File: src/rtl/dsp_add_arbiter_if.sv
// dsp_add_arbiter_if: requester handshake, adder port and response bundle for dsp_add_arbiter
interface dsp_add_arbiter_if #(
  parameter int WIDTH = 8,
  parameter int NREQ  = 4
);
  logic [NREQ-1:0]       req_valid;
  logic [NREQ-1:0]       req_ready;
  logic [NREQ*WIDTH-1:0] req_a;
  logic [NREQ*WIDTH-1:0] req_b;
  logic                  hold;
  logic                  add_en;
  logic [WIDTH-1:0]      add_a;
  logic [WIDTH-1:0]      add_b;
  logic [WIDTH-1:0]      add_y;
  logic [NREQ-1:0]       rsp_valid;
  logic [WIDTH-1:0]      rsp_y;
  logic                  busy;
  modport master (
    output req_valid, req_a, req_b, hold, add_y,
    input  req_ready, add_en, add_a, add_b, rsp_valid, rsp_y, busy
  );
  modport slave (
    input  req_valid, req_a, req_b, hold, add_y,
    output req_ready, add_en, add_a, add_b, rsp_valid, rsp_y, busy
  );
endinterface

File: src/rtl/dsp_add_arbiter.sv
// dsp_add_arbiter: round-robin issue of requester operand pairs into one shared pipelined adder
module dsp_add_arbiter #(
  parameter int WIDTH   = 8,
  parameter int NREQ    = 4,
  parameter int LATENCY = 1
) (
  input logic               clock,
  input logic               reset,
  dsp_add_arbiter_if.slave  bus
);
  localparam int PW = $clog2(NREQ);
  logic [PW-1:0]           ptr;
  logic [PW-1:0]           win;
  logic                    found;
  logic                    grant;
  logic [PW:0]             idx;
  logic [2*NREQ-1:0]       rot;
  logic [WIDTH-1:0]        sel_a;
  logic [WIDTH-1:0]        sel_b;
  logic                    iss_v;
  logic [PW-1:0]           iss_id;
  logic [WIDTH-1:0]        add_a;
  logic [WIDTH-1:0]        add_b;
  logic [LATENCY-1:0]      tag_v;
  logic [LATENCY-1:0][PW-1:0] tag_id;
  logic [NREQ-1:0]         rsp_valid;
  logic [WIDTH-1:0]        rsp_y;
  // rot[k] is the request k positions after ptr, so the first set bit is the winner
  always_comb begin
    rot   = {bus.req_valid, bus.req_valid} >> ptr;
    win   = '0;
    found = 1'b0;
    idx   = '0;
    for (int k = 0; k < NREQ; k++) begin
      idx = {1'b0, ptr} + (PW+1)'(k);
      idx = idx >= (PW+1)'(NREQ) ? idx - (PW+1)'(NREQ) : idx;
      if (!found && rot[k]) begin
        found = 1'b1;
        win   = idx[PW-1:0];
      end
    end
    grant = found && !bus.hold;
  end
  always_comb begin
    sel_a = '0;
    sel_b = '0;
    for (int i = 0; i < NREQ; i++) begin
      if (win == PW'(i)) begin
        sel_a = bus.req_a[i*WIDTH +: WIDTH];
        sel_b = bus.req_b[i*WIDTH +: WIDTH];
      end
    end
  end
  always_ff @(posedge clock or negedge reset) begin
    if (!reset) begin
      ptr    <= '0;
      iss_v  <= 1'b0;
      iss_id <= '0;
      add_a  <= '0;
      add_b  <= '0;
    end else begin
      iss_v <= grant;
      if (grant) begin
        ptr    <= win == PW'(NREQ-1) ? '0 : win + PW'(1);
        iss_id <= win;
        add_a  <= sel_a;
        add_b  <= sel_b;
      end
    end
  end
  // the issue register acts as tag stage zero; the last stage lines up with add_y
  always_ff @(posedge clock or negedge reset) begin
    if (!reset) begin
      tag_v  <= '0;
      tag_id <= '0;
    end else begin
      for (int s = LATENCY-1; s > 0; s--) begin
        tag_v[s]  <= tag_v[s-1];
        tag_id[s] <= tag_id[s-1];
      end
      tag_v[0]  <= iss_v;
      tag_id[0] <= iss_id;
    end
  end
  always_ff @(posedge clock or negedge reset) begin
    if (!reset) begin
      rsp_valid <= '0;
      rsp_y     <= '0;
    end else begin
      rsp_valid <= tag_v[LATENCY-1] ? NREQ'(1) << tag_id[LATENCY-1] : '0;
      if (tag_v[LATENCY-1]) rsp_y <= bus.add_y;
    end
  end
  assign bus.req_ready = grant ? NREQ'(1) << win : '0;
  assign bus.add_en    = iss_v;
  assign bus.add_a     = add_a;
  assign bus.add_b     = add_b;
  assign bus.rsp_valid = rsp_valid;
  assign bus.rsp_y     = rsp_y;
  assign bus.busy      = iss_v | (|tag_v) | (|rsp_valid);
endmodule

File: src/flat_wrapper.sv
// flat-port wrapper written by rule: the top's interface ports become plain ports
module dsp_add_arbiter_flat 
#(
  parameter int WIDTH   = 8,
  parameter int NREQ    = 4,
  parameter int LATENCY = 1
)
  (clock, reset, bus_req_valid, bus_req_a, bus_req_b, bus_hold, bus_add_y, bus_req_ready, bus_add_en, bus_add_a, bus_add_b, bus_rsp_valid, bus_rsp_y, bus_busy);
  dsp_add_arbiter_if #(.WIDTH(WIDTH), .NREQ(NREQ)) bus_i ();
  input logic clock;
  input logic reset;
  input wire logic [$bits(bus_i.req_valid)-1:0] bus_req_valid;
  input wire logic [$bits(bus_i.req_a)-1:0] bus_req_a;
  input wire logic [$bits(bus_i.req_b)-1:0] bus_req_b;
  input wire logic [$bits(bus_i.hold)-1:0] bus_hold;
  input wire logic [$bits(bus_i.add_y)-1:0] bus_add_y;
  output wire logic [$bits(bus_i.req_ready)-1:0] bus_req_ready;
  output wire logic [$bits(bus_i.add_en)-1:0] bus_add_en;
  output wire logic [$bits(bus_i.add_a)-1:0] bus_add_a;
  output wire logic [$bits(bus_i.add_b)-1:0] bus_add_b;
  output wire logic [$bits(bus_i.rsp_valid)-1:0] bus_rsp_valid;
  output wire logic [$bits(bus_i.rsp_y)-1:0] bus_rsp_y;
  output wire logic [$bits(bus_i.busy)-1:0] bus_busy;
  assign bus_i.req_valid = bus_req_valid;
  assign bus_i.req_a = bus_req_a;
  assign bus_i.req_b = bus_req_b;
  assign bus_i.hold = bus_hold;
  assign bus_i.add_y = bus_add_y;
  assign bus_req_ready = bus_i.req_ready;
  assign bus_add_en = bus_i.add_en;
  assign bus_add_a = bus_i.add_a;
  assign bus_add_b = bus_i.add_b;
  assign bus_rsp_valid = bus_i.rsp_valid;
  assign bus_rsp_y = bus_i.rsp_y;
  assign bus_busy = bus_i.busy;
  dsp_add_arbiter #(.WIDTH(WIDTH), .NREQ(NREQ), .LATENCY(LATENCY)) u_core (.clock(clock), .reset(reset), .bus(bus_i));
endmodule
File: config.mk
export PLATFORM = sky130hd
export DESIGN_NAME = dsp_add_arbiter_flat
export DESIGN_NICKNAME = d
export VERILOG_FILES = /design/src/rtl/dsp_add_arbiter_if.sv /design/src/rtl/dsp_add_arbiter.sv /design/src/flat_wrapper.sv
export SDC_FILE = /design/constraint.sdc
export NUM_CORES = 1
export LEC_CHECK = 0
export ABC_AREA = 1
export BUFFER_PORTS_ARGS = -buffer_cell sky130_fd_sc_hd__buf_2
export CAP_MARGIN = 25
export CORE_MARGIN = 2
export CORE_UTILIZATION = 40
export DETAILED_ROUTE_END_ITERATION = 12
export PLACE_DENSITY_LB_ADDON = 0.1
export SLEW_MARGIN = 0
export SYNTH_ARGS = -nofsm -noshare
export SYNTH_HDL_FRONTEND = slang
export SYNTH_SLANG_ARGS = --single-unit
File: constraint.sdc
create_clock -name clock -period 3.34 [get_ports clock]
set_clock_uncertainty 0.05 [all_clocks]
set_input_delay 0.167 -clock clock [delete_from_list [all_inputs] [get_ports clock]]
set_output_delay 0.167 -clock clock [all_outputs]
set_load 0.01 [all_outputs]
=== Word level (Yosys, flattened, before mapping) ===
Cells that the tools add are included.

* Register bits after elaboration: 36
* Input port bits: 79
* Output and inout port bits: 34
* Word-level logic and storage cells: 62

* Add/sub/neg operators: 8
* $lt $le $gt $ge: 4
* Equal/unequal tests: 3
* Shift-type cells: 3
* Muxes and demuxes: 23
* Bitwise operators: 2
* Reduce and logical (&&, ||, !) cells: 10

{| class="wikitable"
|+ Operators with widths
! cell !! count
|-
| $mux W8 || 8
|-
| $mux W2 || 9
|-
| $ge A3 B3 Y1 const B || 3
|-
| $mux W4 || 2
|-
| $shl A1 B2 Y4 const A || 2
|-
| $shr A8 B2 Y4 || 1
|-
| $sub A2 B1 Y2 const B || 4
|-
| $add A2 B2 Y3 const B || 2
|-
| $eq A2 B2 Y1 const B || 2
|-
| $logic_and A1 B1 Y1 || 4
|-
| $logic_not A1 Y1 || 4
|-
| $mux W1 || 4
|-
| $reduce_or A4 Y1 || 1
|-
| $add A2 B1 Y3 const B || 1
|-
| $ge A2 B3 Y1 const B || 1
|-
| $add A2 B1 Y2 const B || 1
|-
| $eq A2 B1 Y1 const B || 1
|-
| $logic_not A2 Y1 || 1
|-
| $or A1 B1 Y1 || 2
|}

=== Depth between registers and ports, before layout ===
* Depth in word-level cells: 16
* Depth in mapped cells: 22
* Mapped depth without buffers: 20

=== Least setup slack after synthesis ===
OpenSTA, ideal clock, no wires.

* Path kind: register -> register
* Start: register u_core.ptr[1]
* End: register u_core.add_a[4] (netlist: u_core.bus.add_a[4])
* Setup time: 0.065 ns
* Arrival time: 2.318 ns
* Path slack: 0.907 ns
* Cell stages (with the launch flop): 20
* Buffers on the path: 3
* Period minus slack after synthesis: 2.433 ns
* Cell sequence: dfrtp_1 > buf_4 > inv_1 > nand3_2 > nand2_4 > inv_1 > o21ai_0 > nand2_1 > nand3_1 > inv_1 > ha_1 > buf_2 > nor2_2 > buf_2 > nand2_1 > nand2_1 > o21ai_0 > o21ai_0 > nand2_1 > nand2_1

* Cells in the longest elaborated chain, start to end: 16
* Elaborated cells between the ends (all ways): 39
* Those cells by class: 7 x add/sub; 4 x order compare; 3 x eq/ne; 1 x shift; 16 x mux; 8 x reduce/logical

{| class="wikitable"
|+ RTL lines
! what !! line !! RTL
|-
| start: declaration || dsp_add_arbiter.sv:12 || <nowiki>logic [PW-1:0] ptr;</nowiki>
|-
| start signal: assignment || dsp_add_arbiter.sv:64 || <nowiki>ptr <= win == PW'(NREQ-1) ? '0 : win + PW'(1);</nowiki>
|-
| branches (longest 10 deep; another with $add A2 B1 Y3) || n/a ||
|-
| $mux W2 (*) || dsp_add_arbiter.sv:37 || <nowiki>if (!found && rot[k]) begin</nowiki>
|-
| via u_core.win[0] || dsp_add_arbiter.sv:13 || <nowiki>logic [PW-1:0] win;</nowiki>
|-
| $logic_not A2 Y1 || dsp_add_arbiter.sv:48 || <nowiki>if (win == PW'(i)) begin</nowiki>
|-
| $mux W8 (3 in series) || dsp_add_arbiter.sv:48 ||
|-
| $mux W8 (*) || dsp_add_arbiter.sv:48 ||
|-
| end signal: assignment || dsp_add_arbiter.sv:66 || <nowiki>add_a <= sel_a;</nowiki>
|-
| end: declaration || dsp_add_arbiter.sv:22 || <nowiki>logic [WIDTH-1:0] add_a;</nowiki>
|}

Mark *: on every way through the listed nets, which the timed path passes.
A chain may end at the register's enable or synchronous reset.

=== Worst setup path in the final report ===
* Start: register u_core.ptr[0]
* End: register u_core.add_a[6] (netlist: u_core.bus.add_a[6])

The elaborated chain is that of the path after synthesis.

==> summary.txt <==
Post-Syn Area -> 2200 um2
Setup-failing EPs final -> 0
H-tree Lvls -> 2
Critical Path Start Type -> flop
Syn Nets -> 403
Post-place setup slack -> 0.579 ns
Initial Utilization -> 0.407
Setup TNS -> 0 ns
N_diodes -> 0
Setup WS post-layout -> 0.556 ns
Final worst-path cycle share -> 0.834
FILL cells -> 570
Routing usage on met3 -> 0.0425
Post-synth cell types -> 24
Root Buffer -> clkbuf_8
Main combinational cell family by area after synthesis -> simple AND/OR/NAND/NOR gates
GR Layer Usage met2 -> 0.330
Fin. Hold Viols -> 0
Drt pass-1 iters -> 6
Min Hold Slack -> 0.0326 ns
Syn avg cell area -> 6.88 um2
Register area -> 901 um2
Die W -> 78.2 um
Pin count of the biggest net entering global routing -> 37
Worst-path clk slew -> 0.07 ns
Crit end category -> flop
Final WL -> 5580 um
RSZ-0062 raised after global routing -> false
Number of synthesized register bits -> 36
Area of the multi-input gates -> 1110 um2
Post-synth EDFFs -> 0
Crit path max fanout -> 10
IR Drop Worst-Case VDD -> 0.723 mV
Yosys top cell area share -> 0.409
Actual slew at the worst max-slew pin -> 0.792 ns
Via Count -> 2284
P&R area growth vs syn -> 31.1%
Clock latency on the worst-skew pair -> 0.29 ns
Sequential area share after synthesis -> 0.409
DIE AREA -> 6110 um2
Initial DRC count -> 69
Post-synth top area cell -> dfrtp_1
Final Max Slew Viols -> 0
Switching pwr -> 1.63 mW
Synth Instances -> 320
Vias in the first global route -> 2178
GRT Residual Overflow -> 0
Pwr Density -> 1110 nW/um2
CTS tree -> built
Seq pwr share -> 0.226
Die H -> 78.2 um
Hpwl dp -> 4280 um
Routed Antenna Nets -> 0
Clock sink total -> 36
IO Port Bufs -> 112
Met1 Use GR -> 0.233
Post-synthesis mux area share -> 0
Synth top area cells -> dfrtp_1 (41%), nand2_1 (26%), o21ai_0 (6.4%)
Status -> finished clean
First-pass GRT wire length -> 9380 um
RePlAce Congestion -> 0.773
Ys async rst share -> 1.00
Total track usage -> 0.190
Vias/cell -> 4.56
# rows -> 27
Clock buffer depth -> 2
Fmax -> 359 MHz
HP Class -> primary input to flop
Internal -> 1.58 mW
Num ports -> 113
Inserted Clock Buffers -> 5
Slew HR -> 0.472
Clock period minus worst slack -> 2.78 ns
Initial antenna violation count -> 0
Data arrival, critical path -> 2.96 ns
Share of cells above drive strength 1 -> 0.322
Core Area -> 5410 um2
Power Total -> 3.21 mW
Simple-gate share of the synthesized area -> 0.363
Adder-Cell Fraction of Synth Area -> 0.0227
CP required -> 3.52 ns
Gr busiest metal -> met2
Logic pwr share -> 0.680
Compound-Gate Fraction of Synth Area -> 0.116
DRC viols -> 0
Main synth FF type -> dfrtp_1
Clock power share -> 0.094
Synth Area in XOR/XNOR -> 0.00398
Syn. warnings -> 0
Drt wl/cell -> 11.1 um
Critical setup path kind -> flop to flop
Post-layout util -> 0.534
Final net count -> 511
Max cap viols -> 0
Sw frac -> 0.507
Pleak -> 1.70 nW
final timing paths:
check	slack (ns)	from	cells past startpoint	end
setup reg to reg	0.56	u_core.ptr[0]	16	u_core.bus.add_a[6]
hold reg to reg	0.33	u_core.iss_id[0]	0	u_core.tag_id[0]
min in group asynchronous	0.45	reset	2	u_core.bus.add_a[0]
hold / removal	0.03	bus_add_y[1]	3	u_core.bus.rsp_y[1]
max in group asynchronous	2.29	reset	2	u_core.bus.rsp_y[7]
setup / recovery	0.56	u_core.ptr[0]	16	u_core.bus.add_a[6]
kinds of logic after synthesis:
group / Yosys count
buffers and inverters: 39
and+or+nand+nor: 189
xor gates and xnor gates: 1
AOI/OAI and AO/OA: 51
adders and majority gates: 4
DFF: 36
stage by stage:
stage          cells  area [um2]
4_1_cts          501        2890
3_5_place_dp     492        2790
2_1_floorplan    320        2200
6_report         501        2890
5_1_grt          501        2890
3_3_place_gp     492        2790
repair_timing:
action                                 CTS  global route
hold buffers                             1             0
endpoints found under the hold margin   36             0
resized for setup                        0             0
setup buffers                            0             0
synth_stat cells (3+ instances only):
master	number
ha_1	4
nand3_1	10
o21ai_1	6
buf_6	3
clkbuf_1	9
nor3_1	4
nand2_1	154
a21oi_1	17
nor2_1	7
o21ai_0	28
nand2_4	5
buf_4	3
dfrtp_1	36
inv_1	20
critical path: stages (launching register included):
cell and delay, ns:
dfrtp_1 0.60, nand2_1 0.18, nand3_1 0.11, nand2_1 0.10, o21ai_0 0.18, nand2_1 0.10
nand3_1 0.13, inv_1 0.07, ha_1 0.21, nor2_2 0.26, buf_4 0.22, nand2_1 0.07
nand2_1 0.05, o21ai_0 0.06, o21ai_0 0.20, nand2_1 0.07, nand2_1 0.06
power by group through the flow:
stage | combinational, mW | sequential, mW | clock, mW
finish | 2.18 | 0.725 | 0.302
global route | 2.56 | 0.750 | 0.332
CTS | 2.20 | 0.727 | 0.315
detailed placement | 2.18 | 0.735 | 0
global placement | 2.16 | 0.730 | 0
floorplan | 1.59 | 0.767 | 0
final cells by class:
cell class / count / share of cell area
inverter: 22 / 0.0303
clock inverter: 3 / 0.00650
multi-input combinational: 245 / 0.386
clock buffer: 5 / 0.0238
tap: 72 / 0.0312
timing repair buffer: 118 / 0.211
sequential: 36 / 0.312
placed cells by master (no fill, tap or decap), types with 2 or more instances in the layout:
| master | count |
|---|---|
| ha_1 | 4 |
| nor3_1 | 4 |
| dfrtp_1 | 36 |
| nand4_1 | 2 |
| nand2_4 | 5 |
| nand3_2 | 2 |
| inv_1 | 20 |
| o21ai_0 | 28 |
| buf_2 | 112 |
| buf_4 | 5 |
| o21ai_1 | 6 |
| nand3_1 | 10 |
| nor2_1 | 7 |
| nand2_1 | 154 |
| clkinv_2 | 2 |
| nand2_2 | 2 |
| a21oi_1 | 17 |
| clkbuf_8 | 5 |
sequential cells by signal (all words and copies together), names as in the netlist:
| name | cells |
|---|---|
| u_core.tag_v | 1 |
| u_core.bus.add_b | 8 |
| u_core.bus.add_en | 1 |
| u_core.bus.rsp_valid | 4 |
| u_core.tag_id | 2 |
| u_core.ptr | 2 |
| u_core.bus.rsp_y | 8 |
| u_core.iss_id | 2 |
| u_core.bus.add_a | 8 |
layer usage:
metal  vias up  wire, um
met2        88      2600
li1       1219         -
met4         0        70
met1       971      2520
met3         6       389
met5         -         0
No activity file was read; power rests on OpenSTA's default activity.
